## config.mk

```make
export PLATFORM = sky130hd
export DESIGN_NAME = ftdi_tx_arbiter
export DESIGN_NICKNAME = d
export VERILOG_FILES = /design/src/rtl/ftdi_pkg.sv /design/src/rtl/rr_arbiter.sv /design/src/rtl/ftdi_tx_arbiter.sv
export SDC_FILE = /design/constraint.sdc
export NUM_CORES = 1
export LEC_CHECK = 0
export ABC_AREA = 0
export CAP_MARGIN = 40
export CORE_ASPECT_RATIO = 0.5
export CORE_UTILIZATION = 50
export CTS_BUF_LIST = sky130_fd_sc_hd__clkbuf_8
export DETAILED_ROUTE_END_ITERATION = 7
export GPL_TIMING_DRIVEN = 0
export PLACE_DENSITY = 0.9
export SYNTH_ARGS = -nofsm -noshare
export SYNTH_HDL_FRONTEND = slang
export SYNTH_SLANG_ARGS = --single-unit
```

## constraint.sdc

```tcl
create_clock -name in_clk -period 5.28 [get_ports in_clk]
set_clock_uncertainty 0.05 [all_clocks]
set_input_delay 0.528 -clock in_clk [delete_from_list [all_inputs] [get_ports in_clk]]
set_output_delay 0.528 -clock in_clk [all_outputs]
set_load 0.05 [all_outputs]
```

## src/rtl/ftdi_pkg.sv

```systemverilog
// Shared constants and state encoding for the FTDI transmit arbiter.
package ftdi_pkg;

  localparam int unsigned BYTE_W = 8;
  localparam logic [3:0] HDR_TAG = 4'hA;

  typedef enum logic [2:0] {
    ST_IDLE  = 3'd0,
    ST_GRANT = 3'd1,
    ST_HDR   = 3'd2,
    ST_DATA  = 3'd3
  } state_t;

  // Index width for n requesters; never below one bit so N_REQ=1 still has a field.
  function automatic int unsigned idx_width(input int unsigned n);
    return (n > 1) ? $clog2(n) : 1;
  endfunction

endpackage

```

## src/rtl/rr_arbiter.sv

```systemverilog
// Combinational round-robin search: first asserted request at or after ptr, modulo N_REQ.
module rr_arbiter
  import ftdi_pkg::*;
#(
  parameter int unsigned N_REQ = 4,
  localparam int unsigned IDX_W = idx_width(N_REQ)
) (
  input  logic [N_REQ-1:0] req,
  input  logic [IDX_W-1:0] ptr,
  output logic [IDX_W-1:0] idx,
  output logic             found
);

  logic [IDX_W-1:0] cand;

  // Walk the requesters starting at ptr; the first hit wins.
  always_comb begin
    found = 1'b0;
    idx   = '0;
    cand  = '0;
    for (int unsigned i = 0; i < N_REQ; i++) begin
      cand = IDX_W'((32'(ptr) + i) % N_REQ);
      if (!found && req[cand]) begin
        found = 1'b1;
        idx   = cand;
      end
    end
  end

endmodule

```

## src/rtl/ftdi_tx_arbiter.sv

```systemverilog
// Shares the FTDI byte-transmit path between N_REQ byte streams. Round-robin arbitration,
// grant held for a whole packet (or MAX_LEN bytes), aborted after TIMEOUT cycles without ack.
// Define FTDI_ARB_HEADER_EN to prefix each grant with a {HDR_TAG, channel} header byte.
module ftdi_tx_arbiter
  import ftdi_pkg::*;
#(
  parameter int unsigned N_REQ   = 4,
  parameter int unsigned MAX_LEN = 64,
  parameter int unsigned TIMEOUT = 255
) (
  input  logic                    in_clk,
  input  logic                    in_rst,
  input  logic [N_REQ-1:0]        in_req_valid,
  input  logic [BYTE_W*N_REQ-1:0] in_req_data,
  input  logic [N_REQ-1:0]        in_req_last,
  output logic [N_REQ-1:0]        out_req_ready,
  output logic [BYTE_W-1:0]       out_link_data,
  output logic                    out_link_data_rdy,
  input  logic                    in_link_ack,
  output logic [N_REQ-1:0]        out_grant,
  output logic                    out_busy,
  output logic                    out_timeout
);

  localparam int unsigned IDX_W = idx_width(N_REQ);
  localparam int unsigned CNT_W = $clog2(MAX_LEN + 1);
  localparam int unsigned TMO_W = (TIMEOUT > 1) ? $clog2(TIMEOUT) : 1;

  state_t           state_q, state_d;
  logic [IDX_W-1:0] gnt_q, gnt_d;
  logic [IDX_W-1:0] rr_ptr_q, rr_ptr_d;
  logic [CNT_W-1:0] cnt_q, cnt_d;
  logic [TMO_W-1:0] tmo_q, tmo_d;

  logic [IDX_W-1:0]  win_idx;
  logic              win_found;
  logic [IDX_W-1:0]  next_ptr;
  logic              sel_valid;
  logic              sel_last;
  logic [BYTE_W-1:0] sel_data;
  logic              active;
  logic              link_rdy;
  logic              link_write;
  logic              expire;

  rr_arbiter #(
    .N_REQ(N_REQ)
  ) u_rr_arbiter (
    .req  (in_req_valid),
    .ptr  (rr_ptr_q),
    .idx  (win_idx),
    .found(win_found)
  );

  assign sel_valid = in_req_valid[gnt_q];
  assign sel_last  = in_req_last[gnt_q];
  assign sel_data  = in_req_data[BYTE_W*gnt_q +: BYTE_W];
  assign next_ptr  = (gnt_q == IDX_W'(N_REQ - 1)) ? '0 : gnt_q + IDX_W'(1);

  // Link-side handshake; a write never happens in a reset cycle.
  always_comb begin
    active   = (state_q == ST_DATA);
    link_rdy = (state_q == ST_DATA) && sel_valid;
`ifdef FTDI_ARB_HEADER_EN
    if (state_q == ST_HDR) begin
      active   = 1'b1;
      link_rdy = 1'b1;
    end
`endif
  end

  assign link_write = in_link_ack && link_rdy && !in_rst;
  // Ack in the expiry cycle wins, so expiry requires the absence of a write.
  assign expire = (TIMEOUT != 0) && active && !link_write && !in_rst &&
                  (tmo_q == TMO_W'(TIMEOUT - 1));
  assign out_timeout = expire;

  // Output mux: header byte, selected lane, or idle zeros.
  always_comb begin
    out_link_data     = '0;
    out_link_data_rdy = link_rdy;
    out_req_ready     = '0;
    out_grant         = '0;
    out_busy          = active;
    if (active) begin
      out_grant[gnt_q] = 1'b1;
    end
    unique case (state_q)
`ifdef FTDI_ARB_HEADER_EN
      ST_HDR: out_link_data = {HDR_TAG, 4'(gnt_q)};
`endif
      ST_DATA: begin
        out_link_data        = sel_data;
        out_req_ready[gnt_q] = link_write;
      end
      default: ;
    endcase
  end

  // Next-state logic for the grant FSM, byte counter and ack timer.
  always_comb begin
    state_d  = state_q;
    gnt_d    = gnt_q;
    rr_ptr_d = rr_ptr_q;
    cnt_d    = cnt_q;
    tmo_d    = tmo_q;
    unique case (state_q)
      ST_IDLE: begin
        cnt_d = '0;
        tmo_d = '0;
        if (|in_req_valid) state_d = ST_GRANT;
      end
      ST_GRANT: begin
        tmo_d = '0;
        if (win_found) begin
          gnt_d = win_idx;
`ifdef FTDI_ARB_HEADER_EN
          state_d = ST_HDR;
`else
          state_d = ST_DATA;
`endif
        end else begin
          state_d = ST_IDLE;
        end
      end
`ifdef FTDI_ARB_HEADER_EN
      ST_HDR: begin
        if (link_write) begin
          state_d = ST_DATA;
          tmo_d   = '0;
        end else if (expire) begin
          state_d  = ST_IDLE;
          rr_ptr_d = next_ptr;
        end else begin
          tmo_d = tmo_q + TMO_W'(1);
        end
      end
`endif
      ST_DATA: begin
        if (link_write) begin
          cnt_d = cnt_q + CNT_W'(1);
          tmo_d = '0;
          if (sel_last || (cnt_q == CNT_W'(MAX_LEN - 1))) begin
            state_d  = ST_IDLE;
            rr_ptr_d = next_ptr;
            cnt_d    = '0;
          end
        end else if (expire) begin
          state_d  = ST_IDLE;
          rr_ptr_d = next_ptr;
          cnt_d    = '0;
        end else begin
          tmo_d = tmo_q + TMO_W'(1);
        end
      end
      default: state_d = ST_IDLE;
    endcase
  end

  // State registers with synchronous reset.
  always_ff @(posedge in_clk) begin
    if (in_rst) begin
      state_q  <= ST_IDLE;
      gnt_q    <= '0;
      rr_ptr_q <= '0;
      cnt_q    <= '0;
      tmo_q    <= '0;
    end else begin
      state_q  <= state_d;
      gnt_q    <= gnt_d;
      rr_ptr_q <= rr_ptr_d;
      cnt_q    <= cnt_d;
      tmo_q    <= tmo_d;
    end
  end

endmodule

```

==> results_dict.tcl, run 1 <==
set metrics [dict create \
    placedCellCount 287 \
    cts_resized 0 \
    failed_checks "DRC" \
    ys_warn_count 0 \
    p_int_mw 0.290 \
    h-tree-depth 1 \
    syn_area_per_cell_sq_um 9.11 \
    seqPwrFrac_pct 39.0 \
    design_area_sq_um 2400 \
    dp_hpwl_mm 3.47 \
    synth-main-ff-cell "dfxtp_1" \
    grt_max_degree 14 \
    clkSinkCount 21 \
    critPathLaunchType "input pin" \
    power_frac_clock_pct 26.0 \
    synth_edf_count 0 \
    slew_headroom_pct 61.6 \
    core_sq_um 3120 \
    grt-ovfl-total 0 \
    clk_pin_slew_ps 80 \
    drv_slew 0 \
    drc 7 \
    cp-end-kind "output port" \
    required_ps 4700 \
    final_cells 291 \
    hold_violations 0 \
    postSynthCellCount 186 \
    cap_violations 0 \
    drtIter0Drc 97 \
    rrSetupSlack_ps 3000 \
    power.leakage_nw 0.890 \
    clockBufferDepth 2 \
    synth_top_area_share_pct 24.8 \
    clock_latency_ps 270 \
    cts_buffers 3 \
    crit_arrival_ps 2880 \
    root_buffer "clkbuf_8" \
    pwr-share-comb_pct 34.9 \
    layout_min_cycle_time_ps 3450 \
    postCtsSetupRepairBufs 0 \
    routedWlPerCell_um 15.5 \
    ir_worst_vdd_mv 0.141 \
    synthArstFlopShare_pct 0 \
    power_density_nw_per_um2 178 \
    grt_setup_unrepaired "no" \
    syn2layout_area_growth_pct 41.9 \
    fin_tns_setup_ps 0 \
    start_util_pct 54.3 \
    ys_types 51 \
    setup_viol 0 \
    seq_area_frac_synth_pct 24.8 \
    drive_above_1_share_pct 9.96 \
    tritoncts "done" \
    crit_type "input pin to output port" \
    synth.area.top_cells "dfxtp_1 (25%), mux4_2 (12%), ha_1 (8.1%)" \
    p_total_mw 0.428 \
    routed_via_density 5.77 \
    drt_wl_total_mm 4.53 \
    postRouteAntennaNets 0 \
    worstPathMaxFanout 10 \
    antenna_found_initial 0 \
    tightest_slew_ps 576 \
    grt_pass1_wl_mm 7.45 \
    boundaryPins 62 \
    synth_area_sq_um 1690 \
    p_sw_mw 0.138 \
    hold_class "flop to flop" \
    fp-row-count 14 \
    cts-hold-fix-buffers 0 \
    placed_area_sq_um 2350 \
    mostFrequentLayoutCell "clkdlybuf4s50_1" \
    die_y_um 43.2 \
    max_freq_ghz 0.289 \
    synth.net_count 240 \
    die_area_sq_um 3640 \
    die_x_um 84.3 \
    p_sw_share_pct 32.3 \
    layout_common_cells "clkdlybuf4s50_1 (61), dfxtp_1 (21), and2_1 (19)" \
    fin_crit_sh_pct 65.4 \
    numPortBuffers 61 \
    grt_usage_pct 25.9 \
    diodes 0 \
    yosys.area.top_type "dfxtp_1" \
    final_nets 306 \
    hold-worst-slack_ps 431 \
    status "finished with violations" \
    gp_congestion 0.922 \
    vias 1680 \
    synth-seq-cells 21 \
    firstDrtPassIters 6 \
    first_global_vias 1640 \
]
-- area by class of cell --
| type | count | area, sq um |
|---|---|---|
| multi-input combinational | 145 | 1190 |
| buffer | 8 | 40.0 |
| clock buffer | 3 | 41.3 |
| sequential | 21 | 420 |
| tap | 40 | 50.0 |
| fill | 201 | 714 |
| timing repair buffer | 61 | 611 |
| inverter | 12 | 45.0 |
| clock inverter | 1 | 7.51 |
-- power by group through the flow --
stage               clock network [mW]  logic, mW  registers (mW)
detailed placement                   0      0.148           0.171
global placement                     0      0.144           0.170
global route                     0.120      0.162           0.168
floorplan                            0     0.0911           0.169
finish                           0.112      0.150           0.167
CTS                              0.115      0.149           0.167
-- critical path, cell delays in order --
cell and delay (ps):
clkdlybuf4s50_1 450, buf_2 210, nand4b_1 180, o22ai_1 480
and2_1 210, clkdlybuf4s50_1 810
-- kinds of logic after synthesis --
group                    count (synthesis)  synth area share, %
multiplexers                            15                 16.0
buffers and inverters                   20                 5.02
flip-flops                              21                 24.8
AND/OR/NAND/NOR                         71                 24.2
adder cells (fa/ha/maj)                 11                 8.12
AO/OA/AOI/OAI                           44                 19.8
XOR/XNOR                                 4                 2.07
-- cell usage after synthesis (4+ instances only) --
cell,n
and2_1,19
ha_1,11
inv_1,12
nand2_1,7
mux4_2,9
mux2i_1,4
nor3_1,6
a32o_1,4
a21oi_1,10
o21ai_0,8
dfxtp_1,21
nor2_1,17
clkbuf_1,5
-- per-stage QoR --
| stage | utilization, % | worst slack (ps) |
|---|---|---|
| after floorplan | - | 2740 |
| after global placement | 75.5 | 1910 |
| after detailed placement | 75.5 | 1870 |
| after CTS | 77.1 | 1840 |
| after global routing | 77.1 | 1700 |
| final | 77.1 | 1830 |
-- worst paths after layout --
| path | to | cells past startpoint | startpoint |
|---|---|---|---|
| setup reg to reg | cnt_q[4] | 6 | state_q[1] |
| setup / recovery | out_req_ready[2] | 6 | in_rst |
| hold / removal | cnt_q[1] | 2 | cnt_q[1] |
| hold reg to reg | cnt_q[1] | 2 | cnt_q[1] |
-- state kept, by name, indices dropped and copies added (netlist names) --
name / flops
state_q: 2
tmo_q: 8
gnt_q: 2
rr_ptr_q: 2
cnt_q: 7
-- routing by layer --
metal	share of wire (%)	wire [um]	track usage [%]	vias up
met5	0	0	0	-
met4	0.84	38	6.55	0
met3	7.8	353	6.42	4
met2	50	2280	49.0	70
met1	41	1860	29.8	785
li1	-	-	-	821
Note: power is estimated with default switching activity, not from simulation.
==> run 2: changes to the inputs <==
CORE_UTILIZATION = 42   (was 50)
PLACE_DENSITY = 0.81   (was 0.9)
clock period = 2.9 ns   (was 5.28 ns; I/O delays follow)
==> run 2 against run 1 <==
- the run now ends clean
- critical path depth down 2
- wire length up 13%
- core utilization down 10 points
- cell area up 1.0%
- sequential share of layout area down 0.18 points
- die area up 18%
- sequential power up 82%
- worst setup slack worse by 1700 ps
- hold slack worse by 0.59 ps
- register-to-register slack worse by 2300 ps
- largest cell class unchanged
==> results_dict.tcl, run 2 (synthesis gave the netlist of run 1 again) <==
set metrics [dict create \
    p_sw_mw 0.258 \
    antenna_found_initial 0 \
    numPortBuffers 61 \
    slew_headroom_pct 64.9 \
    reg2reg_to "state_q[1]" \
    vias 1685 \
    clockBufferDepth 2 \
    firstDrtPassIters 4 \
    max_freq_ghz 0.362 \
    status "complete, no violations" \
    tritoncts "done" \
    routed_via_density 5.58 \
    post-route-util_pct 66.7 \
    gp_congestion 0.897 \
    dp_hpwl_mm 3.94 \
    worstPathMaxFanout 10 \
    drive_above_1_share_pct 10.8 \
    fp-row-count 15 \
    cap_violations 0 \
    startpoint "state_q[0]" \
    power_frac_clock_pct 25.6 \
    clk_pin_slew_ps 80 \
    root_buffer "clkbuf_8" \
    mostFrequentLayoutCell "clkdlybuf4s50_1" \
    crit_arrival_ps 2420 \
    ir_worst_vdd_mv 0.214 \
    cp-end-kind "output port" \
    postRouteAntennaNets 0 \
    clkSinkCount 21 \
    p_sw_share_pct 32.9 \
    crit_path_end "out_grant[2]" \
    die_y_um 46.9 \
    die_area_sq_um 4310 \
    placed_area_sq_um 2370 \
    drv_slew 0 \
    finalWorstSetupSlack_ps 140 \
    r2r_cells 5 \
    grt-ovfl-total 0 \
    hold_violations 0 \
    boundaryPins 62 \
    power.leakage_nw 1.04 \
    tightest_slew_ps 528 \
    dp_slack_ps -110 \
    grt_max_degree 13 \
    grt_setup_unrepaired "no" \
    power_density_nw_per_um2 323 \
    cts_buffers 3 \
    first_global_vias 1589 \
    core_sq_um 3640 \
    start_util_pct 46.5 \
    rrSetupSlack_ps 670 \
    critPathLaunchType "flop" \
    fin_tns_setup_ps 0 \
    grt_usage_pct 24.5 \
    hold_class "flop to flop" \
    syn2layout_area_growth_pct 43.4 \
    setup_viol 0 \
    largest_reg_flops 8 \
    seqPwrFrac_pct 38.8 \
    routedWlPerCell_um 16.9 \
    drt_wl_total_mm 5.10 \
    h-tree-depth 1 \
    grt_pass1_wl_mm 7.78 \
    final_nets 306 \
    pwr-share-comb_pct 35.6 \
    die_x_um 91.8 \
    p_int_mw 0.526 \
    drtIter0Drc 93 \
    required_ps 2560 \
    design_area_sq_um 2430 \
    top_register "tmo_q" \
    layout_common_cells "clkdlybuf4s50_1 (48), dfxtp_1 (21), and2_1 (19)" \
    cts-hold-fix-buffers 0 \
    diodes 0 \
    reg_top3 "tmo_q: 8 flops, cnt_q: 7 flops" \
    drc 0 \
    clock_latency_ps 270 \
    layout_min_cycle_time_ps 2760 \
    crit_type "flop to output port" \
    register_area_sq_um 420 \
    fill_cells 308 \
    fin_crit_sh_pct 95.2 \
    rr_startpoint "gnt_q[1]" \
    multiInputGateArea_sq_um 1190 \
]
[run 2: critical path: stages, from the launching register on]
cell and delay (ps):
dfxtp_1 390, ha_1 430, clkbuf_1 360, and2_1 180, clkdlybuf4s50_1 790
[run 2: power groups by stage]
| stage | logic (mW) | clock network, mW | registers (mW) |
|---|---|---|---|
| 3_3_place_gp | 0.265 | 0 | 0.310 |
| 4_1_cts | 0.279 | 0.200 | 0.304 |
| 5_1_grt | 0.303 | 0.216 | 0.305 |
| 2_1_floorplan | 0.166 | 0 | 0.308 |
| 6_report | 0.280 | 0.201 | 0.304 |
| 3_5_place_dp | 0.278 | 0 | 0.310 |
[run 2: cell type report]
cell class                      instances  area share [%]
Clock buffer                            3            1.70
Tap cell                               51            2.63
Clock inverter                          1           0.206
Timing Repair Buffer                   61            25.4
Sequential cell                        21            17.3
Buffer                                  8            1.70
Multi-Input combinational cell        145            49.2
Inverter                               12            1.85
[run 2: what timing repair did]
action	4_1_cts	5_1_grt
setup endpoints to repair	11	6
resized for setup	9	6
endpoints found under the hold margin	0	0
pin swaps	0	0
buffers inserted	0	0
[run 2: how the worst min path moves through the flow]
stage,startpoint,endpoint,cells after the start
2_1_floorplan,cnt_q[6],cnt_q[6],2
3_3_place_gp,cnt_q[1],cnt_q[1],2
3_5_place_dp,cnt_q[1],cnt_q[1],2
4_1_cts,cnt_q[6],cnt_q[6],2
5_1_grt,cnt_q[1],cnt_q[1],2
6_report,cnt_q[1],cnt_q[1],2
[run 2: per-stage QoR]
step / hold slack [ps] / instances / total power [mW]
floorplan: 395 / 186 / 0.474
global placement: 409 / 298 / 0.574
detailed placement: 419 / 298 / 0.588
CTS: 430 / 302 / 0.783
global route: 449 / 302 / 0.824
finish: 431 / 302 / 0.784
[run 2: routing by layer]
| layer | track usage, % | vias up | routed length (um) |
|---|---|---|---|
| li1 | - | 824 | - |
| met1 | 29.8 | 797 | 2220 |
| met2 | 44.7 | 60 | 2290 |
| met3 | 8.41 | 4 | 569 |
| met4 | 3.75 | 0 | 25 |
| met5 | 0 | - | 0 |
